<file path="src/rtl/light_pen_detector_pkg.sv">
// Shared light-pen constants and the one-hot position decoder, also used by
// the colour selector.
package light_pen_detector_pkg;

  localparam int PEN_SYNC_STAGES = 2;
  localparam int PEN_LAG         = 3;
  localparam int PEN_MIN_HIGH    = 2;
  localparam int PEN_LOST_FRAMES = 4;

  // First pixel of a scan frame: row 0, column 0.
  localparam logic [15:0] FRAME_ORIGIN = 16'h0101;

  typedef struct packed {
    logic       valid;
    logic [2:0] idx;
  } onehot_dec_t;

  // Binary index of a one-hot byte; valid is low for zero or multiple bits.
  function automatic onehot_dec_t onehot8_decode(input logic [7:0] vec);
    onehot_dec_t res;
    res.valid = (vec != 8'd0) && ((vec & (vec - 8'd1)) == 8'd0);
    res.idx   = 3'd0;
    for (int i = 0; i < 8; i++) begin
      if (vec[i]) res.idx = res.idx | 3'(i);
    end
    return res;
  endfunction

endpackage

</file>
<file path="src/rtl/light_pen_detector_pen_sync_filter.sv">
// Synchronizes the raw photodiode signal and emits one qual pulse per high run
// that lasts at least MIN_HIGH samples.
module pen_sync_filter
  import light_pen_detector_pkg::*;
#(
  parameter int SYNC_STAGES = PEN_SYNC_STAGES,
  parameter int MIN_HIGH    = PEN_MIN_HIGH
) (
  input  logic clk,
  input  logic rst_n,
  input  logic pen_i,
  output logic qual_o
);

  logic [SYNC_STAGES-1:0] sync_q;
  logic [SYNC_STAGES-1:0] fill_q;
  logic [2:0]             run_q, run_d;
  logic                   armed_q, armed_d;
  logic                   p_sync;

  assign p_sync = sync_q[SYNC_STAGES-1];

  // NOTE: every combinational output gets a default first, so no path can infer a latch.
  always_comb begin
    run_d = 3'd0;
    if (p_sync) run_d = (run_q == 3'd7) ? run_q : run_q + 3'd1;
    // Reset zeros in the chain are not real samples; arm only on a genuine low.
    armed_d = armed_q | (fill_q[SYNC_STAGES-1] & ~p_sync);
  end

  assign qual_o = armed_q & p_sync & (run_q == 3'(MIN_HIGH - 1));

  // NOTE: state registers use non-blocking assignments so every flop samples pre-edge values.
  always_ff @(posedge clk or negedge rst_n) begin
    if (!rst_n) begin
      sync_q  <= '0;
      fill_q  <= '0;
      run_q   <= 3'd0;
      armed_q <= 1'b0;
    end else begin
      sync_q  <= {sync_q[SYNC_STAGES-2:0], pen_i};
      fill_q  <= {fill_q[SYNC_STAGES-2:0], 1'b1};
      run_q   <= run_d;
      armed_q <= armed_d;
    end
  end

endmodule

</file>
<file path="src/rtl/light_pen_detector.sv">
// Light pen receiver: correlates qualified pen pulses with the lag-compensated
// scan position and reports accepted hits plus pen-present tracking.
module light_pen_detector
  import light_pen_detector_pkg::*;
#(
  parameter int SYNC_STAGES = PEN_SYNC_STAGES,
  parameter int LAG         = PEN_LAG,
  parameter int MIN_HIGH    = PEN_MIN_HIGH,
  parameter int LOST_FRAMES = PEN_LOST_FRAMES,
  parameter int DEDUP       = 1
) (
  input  logic       clk,
  input  logic       rst_n,
  input  logic       pen_in,
  input  logic [7:0] scan_row,
  input  logic [7:0] scan_col,
  output logic       we,
  output logic [2:0] hit_row,
  output logic [2:0] hit_col,
  output logic       pen_present,
  output logic [7:0] invalid_cnt
);

  logic        qual;
  logic [15:0] pos_live, pos_dly, pos_prev_q;
  onehot_dec_t row_dec, col_dec;
  logic        frame_start, det_valid, det_invalid, dup;
  logic        we_q, we_d;
  logic [2:0]  hit_row_q, hit_row_d, hit_col_q, hit_col_d;
  logic        present_q, present_d;
  logic [7:0]  invalid_q, invalid_d;
  logic [3:0]  frame_q, frame_d;

  pen_sync_filter #(
    .SYNC_STAGES(SYNC_STAGES),
    .MIN_HIGH   (MIN_HIGH)
  ) u_filter (
    .clk   (clk),
    .rst_n (rst_n),
    .pen_i (pen_in),
    .qual_o(qual)
  );

  assign pos_live = {scan_row, scan_col};

  generate
    if (LAG == 0) begin : g_no_lag
      assign pos_dly = pos_live;
    end else begin : g_lag
      logic [15:0] line_q [LAG];
      // NOTE: the delay line is reset so a stale pre-reset position can never pair with a pulse.
      always_ff @(posedge clk or negedge rst_n) begin
        if (!rst_n) begin
          for (int i = 0; i < LAG; i++) line_q[i] <= 16'd0;
        end else begin
          line_q[0] <= pos_live;
          for (int i = 1; i < LAG; i++) line_q[i] <= line_q[i-1];
        end
      end
      assign pos_dly = line_q[LAG-1];
    end
  endgenerate

  always_comb begin
    row_dec     = onehot8_decode(pos_dly[15:8]);
    col_dec     = onehot8_decode(pos_dly[7:0]);
    frame_start = (pos_dly == FRAME_ORIGIN) && (pos_prev_q != FRAME_ORIGIN);
    det_valid   = qual && row_dec.valid && col_dec.valid;
    det_invalid = qual && !(row_dec.valid && col_dec.valid);
    // Repeat of the last hit is only a duplicate while the pen is still tracked.
    dup         = (DEDUP != 0) && present_q &&
                  (row_dec.idx == hit_row_q) && (col_dec.idx == hit_col_q);

    we_d      = det_valid && !dup;
    hit_row_d = we_d ? row_dec.idx : hit_row_q;
    hit_col_d = we_d ? col_dec.idx : hit_col_q;
    invalid_d = (det_invalid && (invalid_q != 8'hFF)) ? invalid_q + 8'd1 : invalid_q;

    frame_d   = frame_q;
    present_d = present_q;
    if (det_valid) begin
      frame_d   = 4'd0;
      present_d = 1'b1;
    end else if (frame_start) begin
      if (frame_q != 4'hF) frame_d = frame_q + 4'd1;
      if (frame_d >= 4'(LOST_FRAMES)) present_d = 1'b0;
    end
  end

  always_ff @(posedge clk or negedge rst_n) begin
    if (!rst_n) begin
      we_q       <= 1'b0;
      hit_row_q  <= 3'd0;
      hit_col_q  <= 3'd0;
      present_q  <= 1'b0;
      invalid_q  <= 8'd0;
      frame_q    <= 4'd0;
      pos_prev_q <= 16'd0;
    end else begin
      we_q       <= we_d;
      hit_row_q  <= hit_row_d;
      hit_col_q  <= hit_col_d;
      present_q  <= present_d;
      invalid_q  <= invalid_d;
      frame_q    <= frame_d;
      pos_prev_q <= pos_dly;
    end
  end

  assign we          = we_q;
  assign hit_row     = hit_row_q;
  assign hit_col     = hit_col_q;
  assign pen_present = present_q;
  assign invalid_cnt = invalid_q;

endmodule

</file>
<file path="config.mk">
export PLATFORM = sky130hd
export DESIGN_NAME = light_pen_detector
export DESIGN_NICKNAME = d
export VERILOG_FILES = /design/src/rtl/light_pen_detector_pkg.sv /design/src/rtl/light_pen_detector_pen_sync_filter.sv /design/src/rtl/light_pen_detector.sv
export SDC_FILE = /design/constraint.sdc
export NUM_CORES = 1
export LEC_CHECK = 0
export CAP_MARGIN = 10
export CORE_ASPECT_RATIO = 1.4
export CORE_UTILIZATION = 55
export CTS_CLUSTER_SIZE = 12
export DETAILED_ROUTE_END_ITERATION = 12
export PLACE_DENSITY = 0.75
export SLEW_MARGIN = 30
export SYNTH_ARGS = -nofsm -noshare
export SYNTH_HDL_FRONTEND = slang
export SYNTH_HIERARCHICAL = 1
export SYNTH_SLANG_ARGS = --single-unit
</file>
<file path="constraint.sdc">
create_clock -name clk -period 3.6 [get_ports clk]
set_input_delay 1.08 -clock clk [delete_from_list [all_inputs] [get_ports clk]]
set_output_delay 1.08 -clock clk [all_outputs]
set_load 0.005 [all_outputs]
</file>
# Word-level counts from Yosys, hierarchy flattened
# Cells that the tools add are included.
dict set report word_totals {
  regBits 92
  latchBits 0
  ram_bits 0
  rom_bits 0
  mem_count 0
}
dict set report classes {
  n_addsub 5
  multipliers 0
  div_mod_pow 0
  order_cmp 1
  eq_ne 9
  shifts 0
  muxes 24
  bitwise 7
  n_reduce_logical 20
}
# cell count
set op_table {}
lappend op_table {{$mux 3} 10}
lappend op_table {{$mux 4} 5}
lappend op_table {{$and 8x8->8} 2}
lappend op_table {{$eq 16x9->1 const B} 1}
lappend op_table {{$logic_not 8->1} 2}
lappend op_table {{$ne 16x9->1 const B} 1}
lappend op_table {{$reduce_bool 8->1} 2}
lappend op_table {{$sub 8x1->8 const B} 2}
lappend op_table {{$logic_and 1x1->1} 11}
lappend op_table {{$add 8x1->8 const B} 1}
lappend op_table {{$mux 2} 4}
lappend op_table {{$ne 8x8->1 const B} 1}
lappend op_table {{$eq 3x3->1} 2}
lappend op_table {{$mux 1} 5}
lappend op_table {{$add 4x1->4 const B} 1}
lappend op_table {{$ge 4x3->1 const B} 1}
lappend op_table {{$ne 4x4->1 const B} 1}
lappend op_table {{$reduce_bool 2->1} 2}
lappend op_table {{$add 3x1->3 const B} 1}
lappend op_table {{$and 1x1->1} 3}
lappend op_table {{$eq 3x1->1 const B} 1}
lappend op_table {{$eq 3x3->1 const B} 1}
lappend op_table {{$logic_not 1->1} 2}
lappend op_table {{$ne 2x2->1 const B} 1}
lappend op_table {{other kinds (3)} 3}

# Longest topological paths before layout
# Gate-level depths: netlist of the first run.
dict set report depth {
  depth_word 12
  depth_mapped 8
  ltp_nobuf 7
}

# By module
# The synthesis of the first run kept the hierarchy.
# mod n_inst cells_per_inst area_each_um2 seq_area_each_um2
set modules_own_cells {}
lappend modules_own_cells {light_pen_detector 1 199 2870.3 2102.0}
lappend modules_own_cells {pen_sync_filter 1 22 306.5 200.2}

# Worst setup path after synthesis of the first run
# OpenSTA, ideal clock, no wires.
dict set report synth_timing {
  path_kind {register to register}
  start {reg g_lag.line_q, in the netlist pos_dly[3]}
  end {reg hit_col_q[0], in the netlist hit_col[0]}
  setup_ps 142
  t_arrival_ps 2482
  required_time_ps 3458
  slack_ps 975
  stages_incl_launch_ff 9
  path_buffers 2
  period_less_slack_ps 2625
  path_cell_list {dfrtp_1 > or4_4 > or3_1 > o211a_1 > or4b_4 > buf_6 > a31o_1 > buf_6 > mux2i_1}
}
dict set report synth_via {
  elab_chain_len 9
}
# element line
set synth_lines {}
lappend synth_lines {{start: declaration} light_pen_detector.sv:50} ;# logic [15:0] line_q [LAG];
lappend synth_lines {{parallel branches: the longest is 9 deep, another holds $sub 8x1->8} n/a}
lappend synth_lines {{end signal: assignment} light_pen_detector.sv:102} ;# hit_col_q <= hit_col_d;
lappend synth_lines {{end: declaration} light_pen_detector.sv:29} ;# logic [2:0] hit_row_q, hit_row_d, hit_col_q, hit_col_d;
# Parallel ways; which one is timed is not known.
# A chain may end at the register's enable or synchronous reset.

# Worst setup path after layout of the first run
# Same ends and word-level chain as after synthesis.

==> results of run 1 <==
cells by family after synthesis:
kind of cell    synth area share
flops                     0.7247
simple gates              0.1237
compound gates           0.04805
xor+xnor                 0.04136
buf+inv                  0.01536
mux                      0.02599
fa+ha+maj                0.01969
other cells             0.001180
through the flow:
stage | setup slack (ns) | instance area (um2) | power, uW
floorplan | 0.9754 | 3177 | 1222
global placement | 0.9798 | 3585 | 1323
detailed placement | 0.9326 | 3588 | 1334
CTS | 0.9088 | 3811 | 2071
global route | 0.7826 | 3811 | 2150
finish | 0.9207 | 3811 | 2045
layout make-up:
cell class | count | area, um2 | share of cell area
timing repair buffer | 35 | 349.1 | 0.09160
clock inverter | 7 | 98.84 | 0.02594
clock buffer | 9 | 123.9 | 0.03250
multi-input combinational | 120 | 825.8 | 0.2167
sequential | 92 | 2302 | 0.6041
inverter | 7 | 26.28 | 0.006894
tap | 68 | 85.08 | 0.02232
layer usage:
layer	GRT usage	share of wire	vias up
li1	-	-	861
met1	0.2230	0.41	890
met2	0.2840	0.52	46
met3	0.05348	0.038	10
met4	0.09043	0.025	0
met5	0	0	-
registers in the layout, summed over array words and instances (netlist names):
register / count
u_filter/sync_q: 2
u_filter/armed_q: 1
invalid_cnt: 8
g_lag.line_q: 32
we: 1
frame_q: 4
hit_row: 3
u_filter/fill_q: 2
pos_dly: 16
u_filter/run_q: 3
pen_present: 1
pos_prev_q: 16
hit_col: 3
worst reg2reg max path: cells and delay by family (launching register included):
kind | cells | cell delay [ns]
AO/OA/AOI/OAI | 2 | 0.45
multiplexers | 1 | 0.15
flip-flops | 1 | 0.43
AND/OR/NAND/NOR | 3 | 1.50
path summary, 6_finish.rpt:
path | startpoint | to | slack, ns | depth (start not counted)
worst min-delay path | g_lag.line_q[45] | g_lag.line_q[29] | 0.34 | 0
worst max register to register | pos_dly[3] | hit_col[0] | 0.92 | 6
min in group asynchronous | rst_n | frame_q[0] | 0.76 | 1
max in group asynchronous | rst_n | g_lag.line_q[17] | 2.29 | 1
worst max-delay path | pos_dly[3] | hit_col[0] | 0.92 | 6
worst min register to register | g_lag.line_q[45] | g_lag.line_q[29] | 0.34 | 0
cells in the final DEF (no fill, tap or decap), types with 2 or more instances in the layout:
cell type        synthesis  final
clkdlybuf4s50_1          0     33
clkinv_4                 0      2
bufinv_16                0      2
mux2i_1                  6      6
nor2b_1                  3      3
o21ai_0                  5      5
nand3_1                  4      4
nand4_1                  3      3
mux2_2                   2      2
dfrtp_1                 92     92
nor2_1                  11     11
xor2_1                   8      8
and2_1                   3      3
xnor2_1                  7      7
nor3_1                   5      5
inv_1                    7      7
and3_1                   4      4
nand2b_1                 2      2
nor4_1                   8      8
or4_1                    3      3
a21oi_1                  3      3
nand2_1                 13     13
or3_1                    2      2
ha_1                     5      5
o31ai_1                  2      2
nor4b_1                  2      2
clkbuf_8                 0      9
power breakdown:
group          internal [uW]  leakage [uW]  switching (uW)  total, uW
Sequential              1100       0.00111            52.6       1150
Combinational           95.3      0.000494            63.5        159
Clock                    394      0.000110             341        735
==> impl_metrics.yaml, run 1 <==
floorplanning:
  die_w_um: 66.23
  core_um2: 5525
  die_area_um2: 6088
  die_y_um: 91.93
  io_pins: 35
  initial_core_util: 0.5750
  row_count: 32
finish:
  num_antenna_cells: 0
  fin_util: 0.6898
  syn2layout_area_growth_pct: 19.97
  fillers: 393
  drive_gt1_frac: 0.08148
  fin_cells: 338
  layout.nets: 289
cts:
  cts_hold_buf: 0
  cts_tree: "done"
  clock-sinks: 92
  root_buffer: "clkbuf_8"
  clk_latency_ns: 0.35
  ctsResizeCount: 0
  cts.clk_slew.worst_paths_ns: 0.09
  cts_made_buffers: 9
  post_cts_buffers: 0
  htreeDepth: 3
  clockBufferDepth: 2
timing:
  setup_viol_count_final: 0
  rsz0062_at_grt: "no"
  period_needed_ns: 2.679
  fmax_mhz: 373.2
  hold_viol_final: 0
  fin_crit_sh: 0.7442
  slew-limit-headroom: 0.4812
  setup-tns-final_ns: 0
  drv_slew: 0
  final.setup_skew_ns: 0.006937
  fin_hold_ws_ns: 0.3441
  worst-slew-pin-transition_ns: 0.7782
critical_path:
  cp_max_fo: 9
  path_delay_family: "simple AND/OR/NAND/NOR gates"
  path_class: "reg -> reg"
  cp.arrival_ns: 2.88
  end_kind: "register"
  slowest_stage: "or4_4"
  worst-path-buf-inv: 0
  cpPeakStageDelay_ns: 0.57
  worstPathCellList: "or4_4 -> or3_1 -> o211a_1 -> or4b_4 -> a31o_1 -> mux2i_1"
  worst_setup_path_start_kind: "register"
  crit_required_ns: 3.80
status:
  status: "finished, final reports clean"
synth:
  synth_top_area_frac: 0.7247
  yosys-top-cells-count: "dfrtp_1 (92), nand2_1 (13), nor2_1 (11)"
  synth_edf_count: 0
  yosysTopAreaCell: "dfrtp_1"
  postSynthCellCount: 221
  synth_flop_cell: "dfrtp_1"
  synth-async-reset-ratio: 1.000
  ys_seq_area_frac: 0.7247
  ys_ff_latch: 92
  yosysMostFrequentCell: "dfrtp_1"
  synthTopCellsByArea: "dfrtp_1 (72%), xor2_1 (2.2%), ha_1 (2.0%)"
  syn-num-nets: 245
  syn-cell-area_um2: 3177
  synth_area_per_cell_um2: 14.37
  synth_cell_types: 43
  yosysWarnings: 6
grt:
  gr-total-overflow: 0
  grt_pass1_wl_um: 7935
  antenna_found_initial: 0
  grt_usage: 0.1801
  grt_pass1_vias: 1733
  grt_max_degree: 93
detailed_routing:
  drc_errors: 0
  first_pass_iters: 4
  viasPerCell: 5.346
  final_antenna_net_count: 0
  drt-total-wl_um: 4599
  drt_iter0_markers: 126
  vias: 1807
  wire_per_inst_um: 13.61
placement:
  port_buffers: 34
  dp_hpwl_um: 3156
  place_inst: 322
  place.gp.congestion: 0.7707
worst_hold_path:
  hp-class: "reg -> reg"
power:
  leakage_uw: 0.001716
  ir_drop_uv: 318.5
  power.density_nw_per_um2: 536.5
job:
  maxCapViolCount: 0
Power figures use the tool's default switching activity.
==> inputs of run 2 (changes only) <==
- clock period: 3.6 -> 2.7 ns (I/O delays scaled with it)
==> impl_metrics.yaml, run 2 (synthesized netlist as in run 1, its figures left out) <==
grt:
  grt_pass1_vias: 1800
  grt_max_degree: 47
  antenna_found_initial: 0
  gr-total-overflow: 0
  grt_usage: 0.1783
  grt_pass1_wl_um: 7831
placement:
  place.gp.congestion: 0.7770
  port_buffers: 34
  place_inst: 326
  dp_hpwl_um: 3249
detailed_routing:
  drc_errors: 0
  routedLengthMet1_um: 1857
  vias: 1818
  viasPerCell: 5.316
  drt_iter0_markers: 63
  wl_met3_um: 165
  drt-total-wl_um: 4543
  first_pass_iters: 4
  final_antenna_net_count: 0
  wl_met2_um: 2436
  wire_per_inst_um: 13.28
  routed.top_layer: "met4"
finish:
  layout.nets: 293
  largest_register_ffs: 32
  regMostFlops: "g_lag.line_q"
  final_cell_mix: "dfrtp_1 (92), clkdlybuf4s50_1 (33), nand2_1 (13)"
  final_common_cell: "dfrtp_1"
  drive_gt1_frac: 0.09124
  syn2layout_area_growth_pct: 20.95
  fin_util: 0.6954
  fillers: 410
  num_antenna_cells: 0
  fin_cells: 342
floorplanning:
  io_pins: 35
  die_y_um: 91.93
  die_area_um2: 6088
  die_w_um: 66.23
  core_um2: 5525
  row_count: 32
  initial_core_util: 0.5750
power:
  power_frac_seq: 0.565
  p_clk_frac: 0.355
  power.switching_uw: 601.1
  ir_drop_uv: 451.8
  power.density_nw_per_um2: 707.9
  swShare: 0.2210
  p_int_uw: 2119
  pwr-share-comb: 0.080
  power_uw: 2720
  leakage_uw: 0.001739
critical_path:
  end_kind: "register"
  path_class: "reg -> reg"
  cp.arrival_ns: 2.79
  worst_setup_path_start_kind: "register"
  cp_max_fo: 6
  crit_required_ns: 2.90
cts:
  cts.clk_slew.worst_paths_ns: 0.08
  cts_hold_buf: 0
  post_cts_buffers: 0
  htreeDepth: 3
  root_buffer: "clkbuf_8"
  ctsResizeCount: 0
  clock-sinks: 92
  clockBufferDepth: 2
  cts_made_buffers: 9
  cts_tree: "done"
  clk_latency_ns: 0.35
timing:
  final.setup_skew_ns: 0.009783
  setup-tns-final_ns: 0
  rsz0062_at_grt: "no"
  drv_slew: 0
  fmax_mhz: 386.4
  worst-slew-pin-transition_ns: 0.5791
  period_needed_ns: 2.588
  hold_viol_final: 0
  slew-limit-headroom: 0.6103
  setup_viol_count_final: 0
  fin_crit_sh: 0.9585
worst_hold_path:
  hp-class: "reg -> reg"
job:
  maxCapViolCount: 0
status:
  status: "finished, final reports clean"
[run 2: cell types whose count changed in the layout (fill, tap and decap cells not counted), sizes merged]
cell | previous run | this run
buf | 2 | 6
clkinvlp | 1 | 0
clkbuf | 9 | 10
[run 2: metal layers]
layer / vias up / track usage
met5: - / 0
met4: 0 / 0.07979
met3: 7 / 0.07090
met2: 46 / 0.2985
met1: 893 / 0.1950
li1: 872 / -
[run 2: critical path: stages, from the launching register on]
cell and delay, ns:
dfrtp_1 0.44, or4_4 0.55, or3_1 0.36, o211a_1 0.15, or4b_4 0.52, a31o_1 0.29
mux2i_1 0.15
[run 2: power by group through the flow]
stage / sequential [uW] / clock, uW / combinational, uW
after floorplan: 1550 / 0 / 80.6
after global placement: 1560 / 0 / 214
after detailed placement: 1560 / 0 / 222
after CTS: 1530 / 988 / 223
after global routing: 1550 / 1060 / 243
final: 1540 / 966 / 219
[run 2: final timing paths]
check	slack [ns]	to	startpoint	depth (start not counted)
hold / removal	0.34	g_lag.line_q[16]	g_lag.line_q[32]	0
setup reg to reg	0.11	hit_col[0]	pos_dly[2]	6
setup / recovery	0.11	hit_col[0]	pos_dly[2]	6
min in group asynchronous	0.45	pos_prev_q[7]	rst_n	1
hold reg to reg	0.34	g_lag.line_q[16]	g_lag.line_q[32]	0
max in group asynchronous	1.67	pos_prev_q[9]	rst_n	2
[run 2: cell type report]
| cell class | instances | area, um2 | area share |
|---|---|---|---|
| clock buffers | 10 | 127.6 | 0.03321 |
| clock inverters | 6 | 87.58 | 0.02279 |
| inverters | 7 | 26.28 | 0.006838 |
| multi-input cells | 120 | 825.8 | 0.2149 |
| flip-flops and latches | 92 | 2302 | 0.5992 |
| well taps | 68 | 85.08 | 0.02214 |
| repair buffers | 39 | 387.9 | 0.1009 |
[run 2: through the flow]
step	hold WS (ns)	worst slack [ns]	instance area (um2)
floorplan	0.3312	0.07545	3177
global placement	0.3311	0.1626	3627
detailed placement	0.3347	0.1285	3627
CTS	0.3471	0.1113	3842
global route	0.3609	0.02383	3842
finish	0.3428	0.1120	3842
